**src/rtl/seq_gen_pkg.sv**
```systemverilog
// Shared constants, state encoding and helpers for the serial pattern generator.
package seq_gen_pkg;

  localparam logic [3:0] SEQ_1100 = 4'b1100;
  localparam logic [3:0] SEQ_1010 = 4'b1010;
  localparam logic [3:0] SEQ_1001 = 4'b1001;

  localparam logic [1:0] SEL_1100   = 2'b00;
  localparam logic [1:0] SEL_1010   = 2'b01;
  localparam logic [1:0] SEL_1001   = 2'b10;
  localparam logic [1:0] SEL_CUSTOM = 2'b11;

  localparam int BIT_IDX_W = 2;
  localparam logic [BIT_IDX_W-1:0] LAST_BIT_IDX = 2'd3;

  typedef enum logic [1:0] {
    ST_IDLE  = 2'b00,
    ST_SHIFT = 2'b01,
    ST_GAP   = 2'b10,
    ST_DONE  = 2'b11
  } seq_state_t;

  function automatic logic [3:0] select_pattern(input logic [1:0] sel,
                                                input logic [3:0] custom_pat);
    logic [3:0] pat;
    pat = custom_pat;
    case (sel)
      SEL_1100: pat = SEQ_1100;
      SEL_1010: pat = SEQ_1010;
      SEL_1001: pat = SEQ_1001;
      default:  pat = custom_pat;
    endcase
    return pat;
  endfunction

  // True when a 4-bit window matches one of the sequences the detector looks for.
  function automatic logic is_target(input logic [3:0] window);
    return (window == SEQ_1100) || (window == SEQ_1010) || (window == SEQ_1001);
  endfunction

endpackage

```
**src/rtl/seq_tick_divider.sv**
```systemverilog
// Bit-period tick generator: one-cycle tick every TICK_DIV enabled cycles (TICK_DIV >= 2).
module seq_tick_divider #(
  parameter int TICK_DIV = 100_000_000
) (
  input  logic clk,
  input  logic reset,
  input  logic enable,
  input  logic clear,
  output logic tick
);

  localparam int CW = (TICK_DIV > 1) ? $clog2(TICK_DIV) : 1;
  localparam logic [CW-1:0] LAST = CW'(TICK_DIV - 1);

  logic [CW-1:0] count;

  assign tick = enable && (count == LAST);

  // Free-running count while enabled, wrapping on the tick; clear restarts a bit period.
  always_ff @(posedge clk or negedge reset) begin
    if (!reset) begin
      count <= '0;
    end else if (clear) begin
      count <= '0;
    end else if (enable) begin
      count <= tick ? '0 : count + 1'b1;
    end
  end

endmodule

```
**src/rtl/multiple_sequence_pattern_generator.sv**
```systemverilog
// Serial stimulus transmitter for the 1100/1010/1001 sequence detector.
// Optional golden predictor output expect_y is built when SEQ_EXPECT_EN is defined.
//
//   state    | meaning
//   ST_IDLE  | waiting for start, sout low
//   ST_SHIFT | sending the 4 latched pattern bits MSB-first
//   ST_GAP   | sending GAP_BITS zero bits before the next repeat
//   ST_DONE  | single cycle with done high, then back to idle
module multiple_sequence_pattern_generator
  import seq_gen_pkg::*;
#(
  parameter int TICK_DIV = 100_000_000,
  parameter int GAP_BITS = 2
) (
  input  logic       clk,
  input  logic       reset,
  input  logic       start,
  input  logic [1:0] sel,
  input  logic [3:0] custom_pat,
  input  logic       repeat_en,
  input  logic       stop,
  output logic       sout,
  output logic       bit_strobe,
  output logic       busy,
  output logic       done
`ifdef SEQ_EXPECT_EN
  ,
  output logic       expect_y
`endif
);

  localparam int GAP_W = (GAP_BITS > 1) ? $clog2(GAP_BITS) : 1;
  localparam logic [GAP_W-1:0] GAP_LAST = GAP_W'((GAP_BITS > 0) ? GAP_BITS - 1 : 0);

  seq_state_t           state, state_nxt;
  logic [BIT_IDX_W-1:0] bit_idx, bit_idx_nxt;
  logic [GAP_W-1:0]     gap_cnt, gap_cnt_nxt;
  logic [3:0]           pat, pat_nxt;
  logic [3:0]           shreg, shreg_nxt;
  logic                 stop_pending, stop_pending_nxt;
  logic                 sout_nxt, strobe_nxt, busy_nxt, done_nxt;
  logic                 tick, div_clear;

  assign div_clear = (state == ST_IDLE) && start;

  seq_tick_divider #(
    .TICK_DIV(TICK_DIV)
  ) u_tick (
    .clk   (clk),
    .reset (reset),
    .enable(busy),
    .clear (div_clear),
    .tick  (tick)
  );

  // State and output registers; every output is registered so it is glitch-free on the board.
  always_ff @(posedge clk or negedge reset) begin
    if (!reset) begin
      state        <= ST_IDLE;
      bit_idx      <= '0;
      gap_cnt      <= '0;
      pat          <= '0;
      shreg        <= '0;
      stop_pending <= 1'b0;
      sout         <= 1'b0;
      bit_strobe   <= 1'b0;
      busy         <= 1'b0;
      done         <= 1'b0;
    end else begin
      state        <= state_nxt;
      bit_idx      <= bit_idx_nxt;
      gap_cnt      <= gap_cnt_nxt;
      pat          <= pat_nxt;
      shreg        <= shreg_nxt;
      stop_pending <= stop_pending_nxt;
      sout         <= sout_nxt;
      bit_strobe   <= strobe_nxt;
      busy         <= busy_nxt;
      done         <= done_nxt;
    end
  end

  // Next-state logic: bits advance on divider ticks; stop only takes effect at pattern/gap ends.
  always_comb begin
    state_nxt        = state;
    bit_idx_nxt      = bit_idx;
    gap_cnt_nxt      = gap_cnt;
    pat_nxt          = pat;
    shreg_nxt        = shreg;
    stop_pending_nxt = stop_pending | (busy & stop);
    sout_nxt         = sout;
    strobe_nxt       = 1'b0;
    busy_nxt         = busy;
    done_nxt         = 1'b0;

    case (state)
      ST_IDLE: begin
        if (start) begin
          pat_nxt          = select_pattern(sel, custom_pat);
          shreg_nxt        = pat_nxt;
          sout_nxt         = pat_nxt[3];
          strobe_nxt       = 1'b1;
          busy_nxt         = 1'b1;
          bit_idx_nxt      = '0;
          stop_pending_nxt = stop;
          state_nxt        = ST_SHIFT;
        end
      end

      ST_SHIFT: begin
        if (tick) begin
          if (bit_idx != LAST_BIT_IDX) begin
            bit_idx_nxt = bit_idx + 1'b1;
            shreg_nxt   = {shreg[2:0], 1'b0};
            sout_nxt    = shreg[2];
            strobe_nxt  = 1'b1;
          end else if (repeat_en && !stop_pending) begin
            strobe_nxt = 1'b1;
            if (GAP_BITS > 0) begin
              state_nxt   = ST_GAP;
              gap_cnt_nxt = '0;
              sout_nxt    = 1'b0;
            end else begin
              shreg_nxt   = pat;
              sout_nxt    = pat[3];
              bit_idx_nxt = '0;
            end
          end else begin
            state_nxt = ST_DONE;
            done_nxt  = 1'b1;
            busy_nxt  = 1'b0;
            sout_nxt  = 1'b0;
          end
        end
      end

      ST_GAP: begin
        if (tick) begin
          if (gap_cnt != GAP_LAST) begin
            gap_cnt_nxt = gap_cnt + 1'b1;
            sout_nxt    = 1'b0;
            strobe_nxt  = 1'b1;
          end else if (!stop_pending) begin
            state_nxt   = ST_SHIFT;
            shreg_nxt   = pat;
            sout_nxt    = pat[3];
            bit_idx_nxt = '0;
            strobe_nxt  = 1'b1;
          end else begin
            state_nxt = ST_DONE;
            done_nxt  = 1'b1;
            busy_nxt  = 1'b0;
            sout_nxt  = 1'b0;
          end
        end
      end

      default: begin
        state_nxt = ST_IDLE;
        sout_nxt  = 1'b0;
        busy_nxt  = 1'b0;
      end
    endcase
  end

`ifdef SEQ_EXPECT_EN
  logic [2:0] history;

  // Predict the detector output alongside each new bit; history spans runs and gaps.
  always_ff @(posedge clk or negedge reset) begin
    if (!reset) begin
      history  <= '0;
      expect_y <= 1'b0;
    end else if (strobe_nxt) begin
      history  <= {history[1:0], sout_nxt};
      expect_y <= is_target({history, sout_nxt});
    end else if (done_nxt) begin
      expect_y <= 1'b0;
    end
  end
`endif

endmodule

```
**config.mk**
```make
export PLATFORM = sky130hd
export DESIGN_NAME = multiple_sequence_pattern_generator
export DESIGN_NICKNAME = d
export VERILOG_FILES = /design/src/rtl/seq_gen_pkg.sv /design/src/rtl/seq_tick_divider.sv /design/src/rtl/multiple_sequence_pattern_generator.sv
export SDC_FILE = /design/constraint.sdc
export NUM_CORES = 1
export LEC_CHECK = 0
export BUFFER_PORTS_ARGS = -buffer_cell sky130_fd_sc_hd__buf_2
export CORE_ASPECT_RATIO = 1.4
export CORE_MARGIN = 5
export CORE_UTILIZATION = 37
export CTS_CLUSTER_DIAMETER = 200
export CTS_CLUSTER_SIZE = 28
export DETAILED_ROUTE_END_ITERATION = 16
export PLACE_DENSITY = 0.59
export SLEW_MARGIN = 15
export SYNTH_ARGS = -nofsm -noshare
export SYNTH_HDL_FRONTEND = slang
export SYNTH_SLANG_ARGS = --single-unit
export TNS_END_PERCENT = 20
```
**constraint.sdc**
```tcl
create_clock -name clk -period 5.5 [get_ports clk]
set_input_delay 0.55 -clock clk [delete_from_list [all_inputs] [get_ports clk]]
set_output_delay 0.55 -clock clk [all_outputs]
set_load 0.02 [all_outputs]
```
# == Word level (Yosys, flattened, before mapping) ==
# Cells that the tools add are included.
# op_classes
eq_ne,16
n_reduce_logical,15
n_bitwise,2
mux,64
add_sub_neg,3
# op_table
cell,count
2-to-1 mux 27 bit,3
2-to-1 mux 1 bit,34
"adder 27 x 1 -> 27 bit, second input constant",1
"equality test 27 bit, second input constant",1
2-to-1 mux 2 bit,12
2-to-1 mux 3 bit,6
"inequality test 2 bit, second input constant",9
AND reduction 7 bit,2
case mux 2 bit (3 select lines),2
case mux 4 bit (3 select lines),1
AND reduction 5 bit,2
case mux 1 bit (3 select lines),3
case mux 3 bit (3 select lines),1
"equality test 2 x 1 -> 1 bit, second input constant",2
"equality test 2 bit, second input constant",2
zero test 2 bit,2
"inequality test 2 x 1 -> 1 bit, second input constant",2
case mux 1 bit (2 select lines),2
nonzero test 2 bit,2
logical AND 1 bit,3
AND reduction 3 bit,1
nonzero test 3 bit,1
"adder 2 x 1 -> 2 bit, second input constant",1
AND reduction 2 bit,1
other kinds (4),4
# word_totals
output_inout_bits,4
in_bits,11
elab_cells,111
regBits,44

# == Logic depth before layout (Yosys ltp) ==
# depth
ltp_word,6
depth_mapped,9
ltp_nobuf,7

# == Modules after synthesis ==
# From an unflattened synthesis, not the netlist that was laid out.
# hier_totals
hier_cells,278
area_unflattened_um2,2556.2
# modules_own_cells
mod,seq_area_each_um2,cells_each,area_each_um2,instances
seq_tick_divider,675.6,172,1549.0,1
multiple_sequence_pattern_generator,425.4,106,1007.2,1

# == Worst setup path after synthesis ==
# No wires, ideal clock.
# synth_timing
path_type,register -> register
from,register u_tick.count[0]
to,register bit_idx[0]
slack_ps,3328
setup_ps,128
stages_incl_launch_ff,7
n_path_buf,0
required_ps,5372
period_less_slack_ps,2172
t_arrival_ps,2044
path_cell_list,dfrtp_1 -> ha_1 -> or4b_1 -> nor4_4 -> a31oi_2 -> nor2_2 -> mux2_1
# synth_via
elab_chain_cells,4
word_cells_on_any_way,5
classes_between,eq/ne: 3; reduce/logical: 2
# synth_rtl
element,line_no,text
"start, declared",seq_tick_divider.sv:15,logic [CW-1:0] count;
"start signal, assigned",seq_tick_divider.sv:26,count <= tick ? '0 : count + 1'b1;
equality test 27 bit *,seq_tick_divider.sv:17,assign tick = enable && (count == LAST);
logical AND 1 bit *,seq_tick_divider.sv:17,
inequality test 2 x 1 -> 1 bit (no source line),--,
AND reduction 7 bit (no source line) *,--,
"end signal, assigned",multiple_sequence_pattern_generator.sv:71,bit_idx <= bit_idx_nxt;
"end, declared",multiple_sequence_pattern_generator.sv:36,"logic [BIT_IDX_W-1:0] bit_idx, bit_idx_nxt;"
# Every way passes the cells marked *; elsewhere a longest branch is shown, timed or not.
# A chain may end at the register's enable or synchronous reset.

# == Worst setup path after layout ==
# layout_timing
from,register u_tick.count[0]
to,register shreg[1]
# layout_via
elab_chain_cells,4
word_cells_on_any_way,5
classes_between,eq/ne: 3; reduce/logical: 2
# layout_rtl
element,line_no,text
equality test 27 bit *,seq_tick_divider.sv:17,
logical AND 1 bit *,seq_tick_divider.sv:17,
inequality test 2 x 1 -> 1 bit (no source line),--,
AND reduction 7 bit (no source line) *,--,
"end signal, assigned",multiple_sequence_pattern_generator.sv:74,shreg <= shreg_nxt;
"end, declared",multiple_sequence_pattern_generator.sv:39,"logic [3:0] shreg, shreg_nxt;"
# Marked as above.

==> results.ini <==
[routing]
drt-wirelength-per-cell_um = 15.8
detail_route.wirelength_um = 5570
ant_nets = 0
via_count = 1997
initialDrtViolationCount = 61
drt_pass1_iterations = 4
detail_route.drc_violations = 0
vias_per_cell = 5.67

[critical_path]
cp_slowest_cell = or4b_1
cp_data_arrival_time_ns = 2.68
worst_path_dominant_cell_family = simple AND/OR/NAND/NOR gates
cp.required_ns = 5.68
critical_path.startpoint_type = flop
setup.worst_path.class = flop to flop
critical_path.endpoint_type = flop
worstPathMaxFanout = 9
max_stage_delay_ns = 0.52
crit_chain = ha_1 > or4b_1 > nor4_4 > a31oi_2 > nor2_2 > mux2_1
timing.critical_path.buf_inv = 0

[global_route]
grt_util_met2_pct = 25.5
grt_overflow_total = 0
grt_max_degree = 45
groute.layer.met3.usage_pct = 2.94
globalRouteMet1Util_pct = 15.9
globalRoute.busiestLayer = met2
antenna_found_initial = 0
first_global_vias = 2034
grt_first_pass_wirelength_um = 9380
grt.total_usage_pct = 13.9

[cts]
numClockSinks = 44
cts_hold_buffers = 0
clock_insertion_delay_worst_skew_ns = 0.30
max-clock-path-buffers = 2
cts.repair_timing.setup_buffer_count = 0
tritoncts.num_buffers = 5
cts.htree.levels = 2
clkTransAtPathRegs_ns = 0.09
cts_resized = 0
tritoncts_clock_tree = yes
root_buffer = clkbuf_8

[run_status]
result_of_the_run = complete, no violations

[finish]
layout_cell_share_with_drive_strength_beyond_1_pct = 10.4
top_library_cells_by_usage_in_the_layout_fill_and_taps_aside = dfrtp_1, nor2_1, nand2_1
finish.net_count = 296
syn_to_final_growth_pct = 9.88
multiInputGateArea_um2 = 1280
total_area_of_sequential_cells_um2 = 1100
mostFrequentLayoutCell = dfrtp_1
filler_cell_count = 661
antennaDiodeCount = 0

[yosys]
syn_nets = 285
fraction_of_the_mapped_netlist_area_in_simple_logic_gates_pct = 24.8
synth-warning-count = 0
synth.lib_cells_used.distinct = 45
synthXorXnorAreaFrac_pct = 6.03
mappedNetlistArea_um2 = 2470
synth-compound-area-share_pct = 14.1
area_share_of_the_largest_cell_type_after_synthesis_pct = 44.6
yosys.area.top_type = dfrtp_1
synth-edff-count = 0
cells_after_synthesis = 268
synth-async-reset-ratio_pct = 100
synthTopCellsByArea = dfrtp_1, nor2_1, nand2_1
synth_adder_area_share_pct = 3.04
largest_family_of_logic_cells_by_synthesized_area = simple AND/OR/NAND/NOR gates
synth_flop_cell = dfrtp_1
synth_sequential_area_ratio_pct = 44.6
post_synthesis_average_cell_area_um2 = 9.21
synthMuxAreaShare_pct = 3.65
synth-seq-cells = 44

[sta]
hold_viol_final = 0
timing.setup.tns_ns = 0
fmax_mhz = 401
tightest_slew_ns = 0.760
worst_slack_ns = 3.00
final-max-slew-violation-count = 0
timing.final.crit_period_ns = 2.50
clock-skew-final_ns = 0.0120
unrepaired_setup_endpoints_after_global_routing = false
max_transition_margin_pct = 49.1
finalSetupViolations = 0
layout_worst_path_cycle_share_pct = 45.4

[power]
clockPowerShare_pct = 21.5
internal-power_uw = 670
combinational_share_of_power_pct = 38.6
power.switching_fraction_pct = 39.2
worst_ir_drop_vdd_mv = 0.128
leakage_power_total_uw = 0.00117
p_switching_uw = 432
pwr-share-seq_pct = 40.0
p_per_area_nw_per_um2 = 406

[worst_hold_path]
worst_hold_path_type = input pin to asynchronous set/reset pin

[placement]
placement.setup.worst_slack_ns = 2.87
port_buffers = 14
place_hpwl_um = 4080
place_congestion = 0.850

[floorplanning]
die_y_um = 107
coreArea_um2 = 6530
initial_utilization_pct = 37.8
design.die.area_um2 = 8430
chipWidth_um = 79.0
io-pin-count = 15
placementRows = 35

[job]
maxCapViolations = 0

[worst register-to-register path, delay by kind of cell, from the launching register on]
family                     cells  cell delay [ns]
DFF                            1             0.39
and+or+nand+nor                3             1.08
muxes                          1             0.36
AOI/OAI and AO/OA              1             0.27
adders and majority gates      1             0.30
[final timing paths]
kind                                              from                      endpoint  slack [ns]  cells past startpoint
max reg2reg                u_tick.count[0]$_DFFE_PN0P_          shreg[1]$_DFFE_PN0P_        3.00                      6
min reg2reg                         pat[3]$_DFFE_PN0P_            pat[3]$_DFFE_PN0P_        0.49                      2
min                                              reset        bit_idx[0]$_DFFE_PN0P_        0.19                      1
min in group clk                    pat[3]$_DFFE_PN0P_            pat[3]$_DFFE_PN0P_        0.49                      2
max                        u_tick.count[0]$_DFFE_PN0P_          shreg[1]$_DFFE_PN0P_        3.00                      6
max in group asynchronous                        reset  u_tick.count[24]$_DFFE_PN0P_        4.80                      2
[power by group through the flow]
stage	Combinational (uW)	Clock [uW]	Sequential [uW]
2_1_floorplan	310	0	442
3_3_place_gp	418	0	443
3_5_place_dp	427	0	447
4_1_cts	428	244	442
5_1_grt	472	257	450
6_report	425	237	440
[kinds of logic (layout without fill, tap and decap cells)]
logic type	after synthesis	in the layout
AO/OA/AOI/OAI	54	54
XOR/XNOR	17	17
adder cells (fa/ha/maj)	6	6
buffers and inverters	24	34
flip-flops	44	44
multiplexers	8	8
AND/OR/NAND/NOR	115	115
[area by class of cell]
cell class	count	area share [%]
Clock buffer	5	2.54
Inverter	13	1.80
Multi-Input combinational cell	200	47.2
Tap cell	74	3.41
Timing Repair Buffer	15	3.32
Clock inverter	1	1.11
Sequential cell	44	40.6
[synth_stat cells (2+ instances only)]
cell / instances
dfrtp_1: 44
nor2_1: 34
nand2_1: 24
o21ai_0: 17
nand3_1: 15
inv_1: 13
nand4_1: 13
xor2_1: 10
a31oi_1: 9
clkbuf_1: 9
a21oi_1: 7
xnor2_1: 7
ha_1: 6
mux2_1: 6
and3_1: 5
and4_1: 5
nand3b_1: 4
nor3_1: 3
o21ai_1: 3
a22o_1: 2
a22oi_1: 2
and2_1: 2
buf_2: 2
mux2_2: 2
nor2b_1: 2
nor4_4: 2
o41ai_1: 2
[per-stage QoR]
| step | hold slack [ns] | cell area [um2] | total power [uW] | utilization (%) | instances |
|---|---|---|---|---|---|
| 2_1_floorplan | 0.254 | 2470 | 752 | - | 268 |
| 3_3_place_gp | 0.467 | 2590 | 862 | 39.7 | 345 |
| 3_5_place_dp | 0.479 | 2590 | 874 | 39.7 | 345 |
| 4_1_cts | 0.459 | 2690 | 1110 | 41.2 | 351 |
| 5_1_grt | 0.221 | 2710 | 1180 | 41.6 | 352 |
| 6_report | 0.191 | 2710 | 1100 | 41.6 | 352 |
[per-layer routing]
metal | share of wire, % | up-vias
met4 | 1.6 | 0
li1 | - | 979
met5 | 0 | -
met3 | 2.8 | 9
met2 | 52 | 25
met1 | 43 | 984
[registers in the layout, summed over array words and instances (netlist names)]
| name | cells |
|---|---|
| u_tick.count | 27 |
| pat | 4 |
| shreg | 3 |
| bit_idx | 2 |
| state | 2 |
| bit_strobe | 1 |
| busy | 1 |
| done | 1 |
| gap_cnt | 1 |
| sout | 1 |
| stop_pending | 1 |
No activity file was read; power rests on OpenSTA's default activity.
